===== src/rtl/alu_issue_unit_if.sv =====
`default_nettype none
// ============================================================================
// Module : alu_issue_unit_if
// Brief  : Instruction-in handshake and ALU-facing issue bus of alu_issue_unit.
// Rev    : 1.0  initial release
// ============================================================================
interface alu_issue_unit_if;
  logic        in_valid;
  logic        in_ready;
  logic [23:0] in_instr;
  logic [3:0]  addr1;
  logic [3:0]  addr2;
  logic [3:0]  rd;
  logic [2:0]  func;
  logic [7:0]  memaddr;
  logic        write;
  logic        issue_valid;
  logic [15:0] issued_cnt;
  logic [15:0] stall_cnt;
  logic        err_rsvd;

  modport master (
    output in_valid, in_instr,
    input  in_ready, addr1, addr2, rd, func, memaddr, write,
    input  issue_valid, issued_cnt, stall_cnt, err_rsvd
  );

  modport slave (
    input  in_valid, in_instr,
    output in_ready, addr1, addr2, rd, func, memaddr, write,
    output issue_valid, issued_cnt, stall_cnt, err_rsvd
  );
endinterface
`default_nettype wire


===== src/rtl/alu_issue_unit.sv =====
`default_nettype none
// ============================================================================
// Module : alu_issue_unit
// Brief  : FIFO-buffered issue stage for the 8-bit ALU with RAW stall logic.
// Rev    : 1.0  initial release
// ============================================================================
module alu_issue_unit #(
  parameter int         FIFO_DEPTH   = 4,
  parameter int         HAZARD_DEPTH = 2,
  parameter logic [3:0] NOP_REG      = 4'hF
) (
  input  wire logic       clk1,
  input  wire logic       rst_n,
  alu_issue_unit_if.slave bus
);

  localparam int         AW         = $clog2(FIFO_DEPTH);
  localparam logic [1:0] S_EMPTY    = 2'd0;
  localparam logic [1:0] S_ISSUE    = 2'd1;
  localparam logic [1:0] S_STALL    = 2'd2;
  localparam logic [2:0] C_FUNC_XOR = 3'b100;

  logic [23:0] r_mem [FIFO_DEPTH];
  logic [AW:0] r_wptr;
  logic [AW:0] r_rptr;
  logic [1:0]  r_state;
  logic [3:0]  r_addr1;
  logic [3:0]  r_addr2;
  logic [3:0]  r_rd;
  logic [2:0]  r_func;
  logic [7:0]  r_memaddr;
  logic        r_write;
  logic [15:0] r_issued_cnt;
  logic [15:0] r_stall_cnt;
  logic        r_err_rsvd;
  logic        r_sb_v  [HAZARD_DEPTH];
  logic [3:0]  r_sb_rd [HAZARD_DEPTH];

  logic        w_full;
  logic        w_empty;
  logic        w_push;
  logic        w_pop;
  logic        w_hazard;
  logic [23:0] w_head;
  logic [1:0]  w_state_next;
  logic [3:0]  w_addr1_next;
  logic [3:0]  w_addr2_next;
  logic [3:0]  w_rd_next;
  logic [2:0]  w_func_next;
  logic [7:0]  w_memaddr_next;
  logic        w_write_next;
  logic        w_valid_next;

  // Extra MSB on the pointers tells full from empty when the low bits match.
  assign w_empty = (r_wptr == r_rptr);
  assign w_full  = (r_wptr[AW] != r_rptr[AW]) &&
                   (r_wptr[AW-1:0] == r_rptr[AW-1:0]);
  assign w_push  = rst_n && bus.in_valid && !w_full;
  assign w_head  = r_mem[r_rptr[AW-1:0]];

  always_comb begin
    w_hazard = 1'b0;
    for (int k = 0; k < HAZARD_DEPTH; k++) begin
      if (r_sb_v[k] && ((w_head[16:13] == r_sb_rd[k]) ||
                        (w_head[12:9]  == r_sb_rd[k]))) begin
        w_hazard = 1'b1;
      end
    end
  end

  always_ff @(posedge clk1) begin
    if (!rst_n) begin
      r_state <= S_EMPTY;
    end else begin
      r_state <= w_state_next;
    end
  end

  always_comb begin
    w_state_next = S_EMPTY;
    if (!w_empty) begin
      w_state_next = w_hazard ? S_STALL : S_ISSUE;
    end
  end

  // Decodes the upcoming state into the values the ports take at the next edge.
  always_comb begin
    w_addr1_next   = NOP_REG;
    w_addr2_next   = NOP_REG;
    w_rd_next      = NOP_REG;
    w_func_next    = C_FUNC_XOR;
    w_memaddr_next = 8'd0;
    w_write_next   = 1'b0;
    w_valid_next   = 1'b0;
    w_pop          = 1'b0;
    if (w_state_next == S_ISSUE) begin
      w_func_next    = w_head[23:21];
      w_rd_next      = w_head[20:17];
      w_addr1_next   = w_head[16:13];
      w_addr2_next   = w_head[12:9];
      w_write_next   = w_head[8];
      w_memaddr_next = w_head[7:0];
      w_valid_next   = 1'b1;
      w_pop          = 1'b1;
    end
  end

  always_ff @(posedge clk1) begin
    if (w_push) begin
      r_mem[r_wptr[AW-1:0]] <= bus.in_instr;
    end
  end

  always_ff @(posedge clk1) begin
    if (!rst_n) begin
      r_wptr       <= '0;
      r_rptr       <= '0;
      r_addr1      <= NOP_REG;
      r_addr2      <= NOP_REG;
      r_rd         <= NOP_REG;
      r_func       <= C_FUNC_XOR;
      r_memaddr    <= 8'd0;
      r_write      <= 1'b0;
      r_issued_cnt <= 16'd0;
      r_stall_cnt  <= 16'd0;
      r_err_rsvd   <= 1'b0;
      for (int k = 0; k < HAZARD_DEPTH; k++) begin
        r_sb_v[k]  <= 1'b0;
        r_sb_rd[k] <= NOP_REG;
      end
    end else begin
      r_addr1   <= w_addr1_next;
      r_addr2   <= w_addr2_next;
      r_rd      <= w_rd_next;
      r_func    <= w_func_next;
      r_memaddr <= w_memaddr_next;
      r_write   <= w_write_next;
      if (w_push) begin
        r_wptr <= r_wptr + (AW+1)'(1);
        if (bus.in_instr[20:17] == NOP_REG) begin
          r_err_rsvd <= 1'b1;
        end
      end
      if (w_pop) begin
        r_rptr       <= r_rptr + (AW+1)'(1);
        r_issued_cnt <= r_issued_cnt + 16'd1;
      end
      if (w_state_next == S_STALL) begin
        r_stall_cnt <= r_stall_cnt + 16'd1;
      end
      r_sb_v[0]  <= w_valid_next;
      r_sb_rd[0] <= w_rd_next;
      for (int k = 1; k < HAZARD_DEPTH; k++) begin
        r_sb_v[k]  <= r_sb_v[k-1];
        r_sb_rd[k] <= r_sb_rd[k-1];
      end
    end
  end

  assign bus.in_ready    = !rst_n || !w_full;
  assign bus.addr1       = r_addr1;
  assign bus.addr2       = r_addr2;
  assign bus.rd          = r_rd;
  assign bus.func        = r_func;
  assign bus.memaddr     = r_memaddr;
  assign bus.write       = r_write;
  assign bus.issue_valid = (r_state == S_ISSUE);
  assign bus.issued_cnt  = r_issued_cnt;
  assign bus.stall_cnt   = r_stall_cnt;
  assign bus.err_rsvd    = r_err_rsvd;

endmodule
`default_nettype wire


===== src/flat_wrapper.sv =====
// flat-port wrapper written by rule: the top's interface ports become plain ports
module alu_issue_unit_flat 
#(
  parameter int         FIFO_DEPTH   = 4,
  parameter int         HAZARD_DEPTH = 2,
  parameter logic [3:0] NOP_REG      = 4'hF
)
  (clk1, rst_n, bus_in_valid, bus_in_instr, bus_in_ready, bus_addr1, bus_addr2, bus_rd, bus_func, bus_memaddr, bus_write, bus_issue_valid, bus_issued_cnt, bus_stall_cnt, bus_err_rsvd);
  alu_issue_unit_if bus_i ();
  input  wire logic clk1;
  input  wire logic rst_n;
  input wire logic [$bits(bus_i.in_valid)-1:0] bus_in_valid;
  input wire logic [$bits(bus_i.in_instr)-1:0] bus_in_instr;
  output wire logic [$bits(bus_i.in_ready)-1:0] bus_in_ready;
  output wire logic [$bits(bus_i.addr1)-1:0] bus_addr1;
  output wire logic [$bits(bus_i.addr2)-1:0] bus_addr2;
  output wire logic [$bits(bus_i.rd)-1:0] bus_rd;
  output wire logic [$bits(bus_i.func)-1:0] bus_func;
  output wire logic [$bits(bus_i.memaddr)-1:0] bus_memaddr;
  output wire logic [$bits(bus_i.write)-1:0] bus_write;
  output wire logic [$bits(bus_i.issue_valid)-1:0] bus_issue_valid;
  output wire logic [$bits(bus_i.issued_cnt)-1:0] bus_issued_cnt;
  output wire logic [$bits(bus_i.stall_cnt)-1:0] bus_stall_cnt;
  output wire logic [$bits(bus_i.err_rsvd)-1:0] bus_err_rsvd;
  assign bus_i.in_valid = bus_in_valid;
  assign bus_i.in_instr = bus_in_instr;
  assign bus_in_ready = bus_i.in_ready;
  assign bus_addr1 = bus_i.addr1;
  assign bus_addr2 = bus_i.addr2;
  assign bus_rd = bus_i.rd;
  assign bus_func = bus_i.func;
  assign bus_memaddr = bus_i.memaddr;
  assign bus_write = bus_i.write;
  assign bus_issue_valid = bus_i.issue_valid;
  assign bus_issued_cnt = bus_i.issued_cnt;
  assign bus_stall_cnt = bus_i.stall_cnt;
  assign bus_err_rsvd = bus_i.err_rsvd;
  alu_issue_unit #(.FIFO_DEPTH(FIFO_DEPTH), .HAZARD_DEPTH(HAZARD_DEPTH), .NOP_REG(NOP_REG)) u_core (.clk1(clk1), .rst_n(rst_n), .bus(bus_i));
endmodule

===== config.mk =====
export PLATFORM = sky130hd
export DESIGN_NAME = alu_issue_unit_flat
export DESIGN_NICKNAME = d
export VERILOG_FILES = /design/src/rtl/alu_issue_unit_if.sv /design/src/rtl/alu_issue_unit.sv /design/src/flat_wrapper.sv
export SDC_FILE = /design/constraint.sdc
export NUM_CORES = 1
export LEC_CHECK = 0
export ABC_AREA = 1
export CAP_MARGIN = 20
export CORE_UTILIZATION = 35
export CTS_CLUSTER_DIAMETER = 150
export DETAILED_ROUTE_END_ITERATION = 10
export HOLD_SLACK_MARGIN = 0.05
export PLACE_DENSITY = 0.57
export SYNTH_ARGS = -nofsm -noshare
export SYNTH_HDL_FRONTEND = slang
export SYNTH_SLANG_ARGS = --single-unit
export TNS_END_PERCENT = 30

===== constraint.sdc =====
create_clock -name clk1 -period 2.9 [get_ports clk1]
set_input_delay 0.435 -clock clk1 [delete_from_list [all_inputs] [get_ports clk1]]
set_output_delay 0.435 -clock clk1 [all_outputs]
set_load 0.01 [all_outputs]

==> reports/metrics.csv <==
stage,metric,value,unit
clocking,H-Tree Depth,4,
global_route,largest net degree at the start of global routing,49,
routing,Post-DRT Antenna Nets,0,
yosys,Syn Nets,801,
yosys,Compound-Gate Fraction of Synth Area,5.06,%
yosys,Post-Synth XOR/XNOR Area,0.623,%
clocking,# Post-CTS Setup Buffers,0,
routing,DRC,0,
final_layout,Final nets,883,
clocking,worst skew pair latency,0.43,ns
timing,Setup TNS Final,0,ns
clocking,post-cts gate resize count,0,
yosys,Cells after Synth,767,
die,chip width,144,um
place,I/O Buffers,85,
clocking,Post-CTS Hold Fix Bufs,0,
timing,skew final,0.0174,ns
final_layout,layout cell share with drive strength beyond 1,5.80,%
clocking,Num CTS Buffers,17,
critical_path,crit end category,flop,
clocking,clock root cell,clkbuf_16,
global_route,grt ovf,0,
yosys,total of warnings raised by yosys,0,
die,Die Y,144,um
routing,total iterations of the first detailed-routing run,4,
routing,DR WL/cell,13.5,um
critical_path,CP arrival,2.93,ns
clocking,deepest clock path buffer count,2,
timing,RSZ-0062 raised after global routing,false,
timing,Peak Freq,384,MHz
job,MaxCap Viol Count,0,
min_path,hold crit path type,input port to flop,
yosys,"Seq/Total Area, Yosys",61.5,%
critical_path,maximum net fanout on the critical path,48,
place,routability congestion estimate,0.795,
yosys,largest family of logic cells by synthesized area,simple AND/OR/NAND/NOR gates,
global_route,initial antenna violation count,0,
timing,final worst path period share,89.8,%
timing,Slew Limit Fails,0,
yosys,Synth Area in Simple Gates,24.4,%
critical_path,Crit Path Class,flop to flop,
die,die area,0.0206,mm2
final_layout,ant diodes,0,
routing,detailed-route vias per instance,4.61,
critical_path,crit start category,flop,
global_route,vias in the first global route,4833,
yosys,Mapped Area,0.00703,mm2
yosys,post-synthesis cell type count,24,
die,Initial Util,35.9,%
power,P_leak,3.52,nW
yosys,Post-Syn Area per Cell,9.16,um2
timing,slew margin rel.,67.4,%
power,power per cell area,823,mW/mm2
die,Core Rows,51,
yosys,Post-Synth Adder-Cell Area,1.25,%
final_layout,"Core Util, Final",44.3,%
timing,final setup violation count,0,
global_route,All-Layer GR Usage,15.6,%
power,Max IR drop VDD,0.428,mV
clocking,TritonCTS Sinks,168,
routing,Total Wirelength,15200,um
global_route,first-pass GRT wire length,24200,um
timing,minimum clock period,2.61,ns
routing,Iter 0 DRT Violations,270,
clocking,CTS tree,done,
routing,Vias,5196,
critical_path,CP required,3.23,ns
yosys,synthesis-stage register bit count,168,
clocking,"CTS clk-pin slew, worst paths",0.07,ns
run_status,status,completed,
place,hpwl dp,9790,um
die,io pins,86,
yosys,mux contribution to synthesized area,0,%
timing,pin slew with the least headroom to its limit,0.488,ns
final_layout,Area Growth Syn to Fin,23.6,%
timing,count of final hold-check violations,0,
die,core area,0.0196,mm2
[state kept, by name (all words and copies together) (netlist names), named ones only]
signal                 flops
u_core.r_sb_rd             5
u_core.r_rptr              3
u_core.bus.issued_cnt     16
u_core.r_wptr              3
u_core.r_sb_v              2
u_core.bus.func            3
u_core.r_state             1
u_core.bus.addr2           4
u_core.bus.write           1
u_core.bus.rd              3
u_core.bus.addr1           4
u_core.r_mem              96
u_core.bus.stall_cnt      16
u_core.bus.memaddr         8
u_core.bus.err_rsvd        1
[critical path, cell delays in order (launching register included)]
cell and delay, ns:
dfxtp_1 0.40, buf_8 0.30, nand2_1 0.08, nand3_1 0.18
nand2_1 0.13, nand2_1 0.08, nand2_1 0.05, nor2_1 0.13
nand2_1 0.07, nand2_1 0.07, nand2_1 0.26, nand2_1 0.17
buf_4 0.32, nand3_1 0.12, nand2_1 0.08, nor2_1 0.04
[through the flow]
step | setup slack [ns] | hold slack [ns] | cell area [um2] | power (mW) | cells
2_1_floorplan | 0.570 | 0.420 | 7030 | 4.34 | 767
3_3_place_gp | 0.266 | 0.439 | 8120 | 5.04 | 1095
3_5_place_dp | 0.197 | 0.440 | 8120 | 5.05 | 1095
4_1_cts | 0.197 | 0.404 | 8680 | 7.23 | 1127
5_1_grt | 0.00501 | 0.427 | 8690 | 7.58 | 1127
6_report | 0.295 | 0.410 | 8690 | 7.15 | 1127
[layout make-up]
cell class                      count  area [um2]
Clock buffer                       24         462
Sequential cell                   168        4320
Multi-Input combinational cell    483        2210
Tap cell                          265         332
Inverter                           80         303
Timing Repair Buffer               99         958
Clock inverter                      8        98.8
Fill cell                        1912       10900
[final timing paths]
path | startpoint | to | slack, ns | cells after the start
min | rst_n | u_core.bus.stall_cnt[1] | 0.41 | 3
max | flop | u_core.bus.stall_cnt[8] | 0.29 | 15
min reg2reg | u_core.r_sb_v[0][0] | u_core.r_sb_v[0][1] | 0.45 | 2
max reg2reg | flop | u_core.bus.stall_cnt[8] | 0.29 | 15
[cells in the final DEF, fill, tap and decap left out, drive strengths merged]
cell,netlist,layout
and3,3,3
xor2,1,1
edfxtp,96,96
dfxtp,72,72
clkinvlp,0,1
a32o,11,11
bufinv,0,2
xnor2,4,4
a21oi,41,41
buf,29,15
nor3,6,6
o21ai,8,8
nor2,82,82
clkbuf,7,24
nand3,70,70
clkdlybuf4s50,0,84
ha,7,7
clkinv,0,5
inv,80,80
nand4,20,20
nand2,230,230
[routing by layer]
metal	GRT usage, %	share of wire, %	vias up
met4	6.77	2.0	0
met2	25.8	48	85
met3	3.20	3.6	20
met5	0	0	-
met1	19.8	46	2411
li1	-	-	2680
[synthesized netlist by cell type]
| cell type | instances | area (um2) |
|---|---|---|
| clkbuf_1 | 7 | 26.3 |
| a21oi_1 | 41 | 205 |
| and3_1 | 3 | 18.8 |
| buf_4 | 11 | 82.6 |
| o21ai_1 | 1 | 5.00 |
| inv_2 | 3 | 11.3 |
| buf_6 | 2 | 22.5 |
| buf_2 | 9 | 45.0 |
| o21ai_0 | 7 | 35.0 |
| buf_1 | 7 | 26.3 |
| nor3_1 | 6 | 30.0 |
| ha_1 | 7 | 87.6 |
| nand3_2 | 2 | 20.0 |
| nor2_1 | 82 | 308 |
| inv_1 | 77 | 289 |
| dfxtp_1 | 72 | 1440 |
| nand4_1 | 19 | 119 |
| xor2_1 | 1 | 8.76 |
| a32o_1 | 11 | 110 |
| nand2_1 | 230 | 863 |
| edfxtp_1 | 96 | 2880 |
| xnor2_1 | 4 | 35.0 |
| nand4_2 | 1 | 12.5 |
| nand3_1 | 68 | 340 |
[where the power goes]
part / switching, mW / internal, mW / total (mW)
sequential: 0.155 / 2.77 / 2.93
combinational: 1.26 / 0.802 / 2.06
clock: 0.881 / 1.29 / 2.17
[logic make-up (layout without fill, tap and decap cells)]
family,count (synthesis),count (layout)
AND/OR/NAND/NOR,411,411
flip-flops,168,168
buffers and inverters,116,211
AO/OA/AOI/OAI,60,60
adder cells (fa/ha/maj),7,7
XOR/XNOR,5,5
Note: power is estimated with default switching activity, not from simulation.
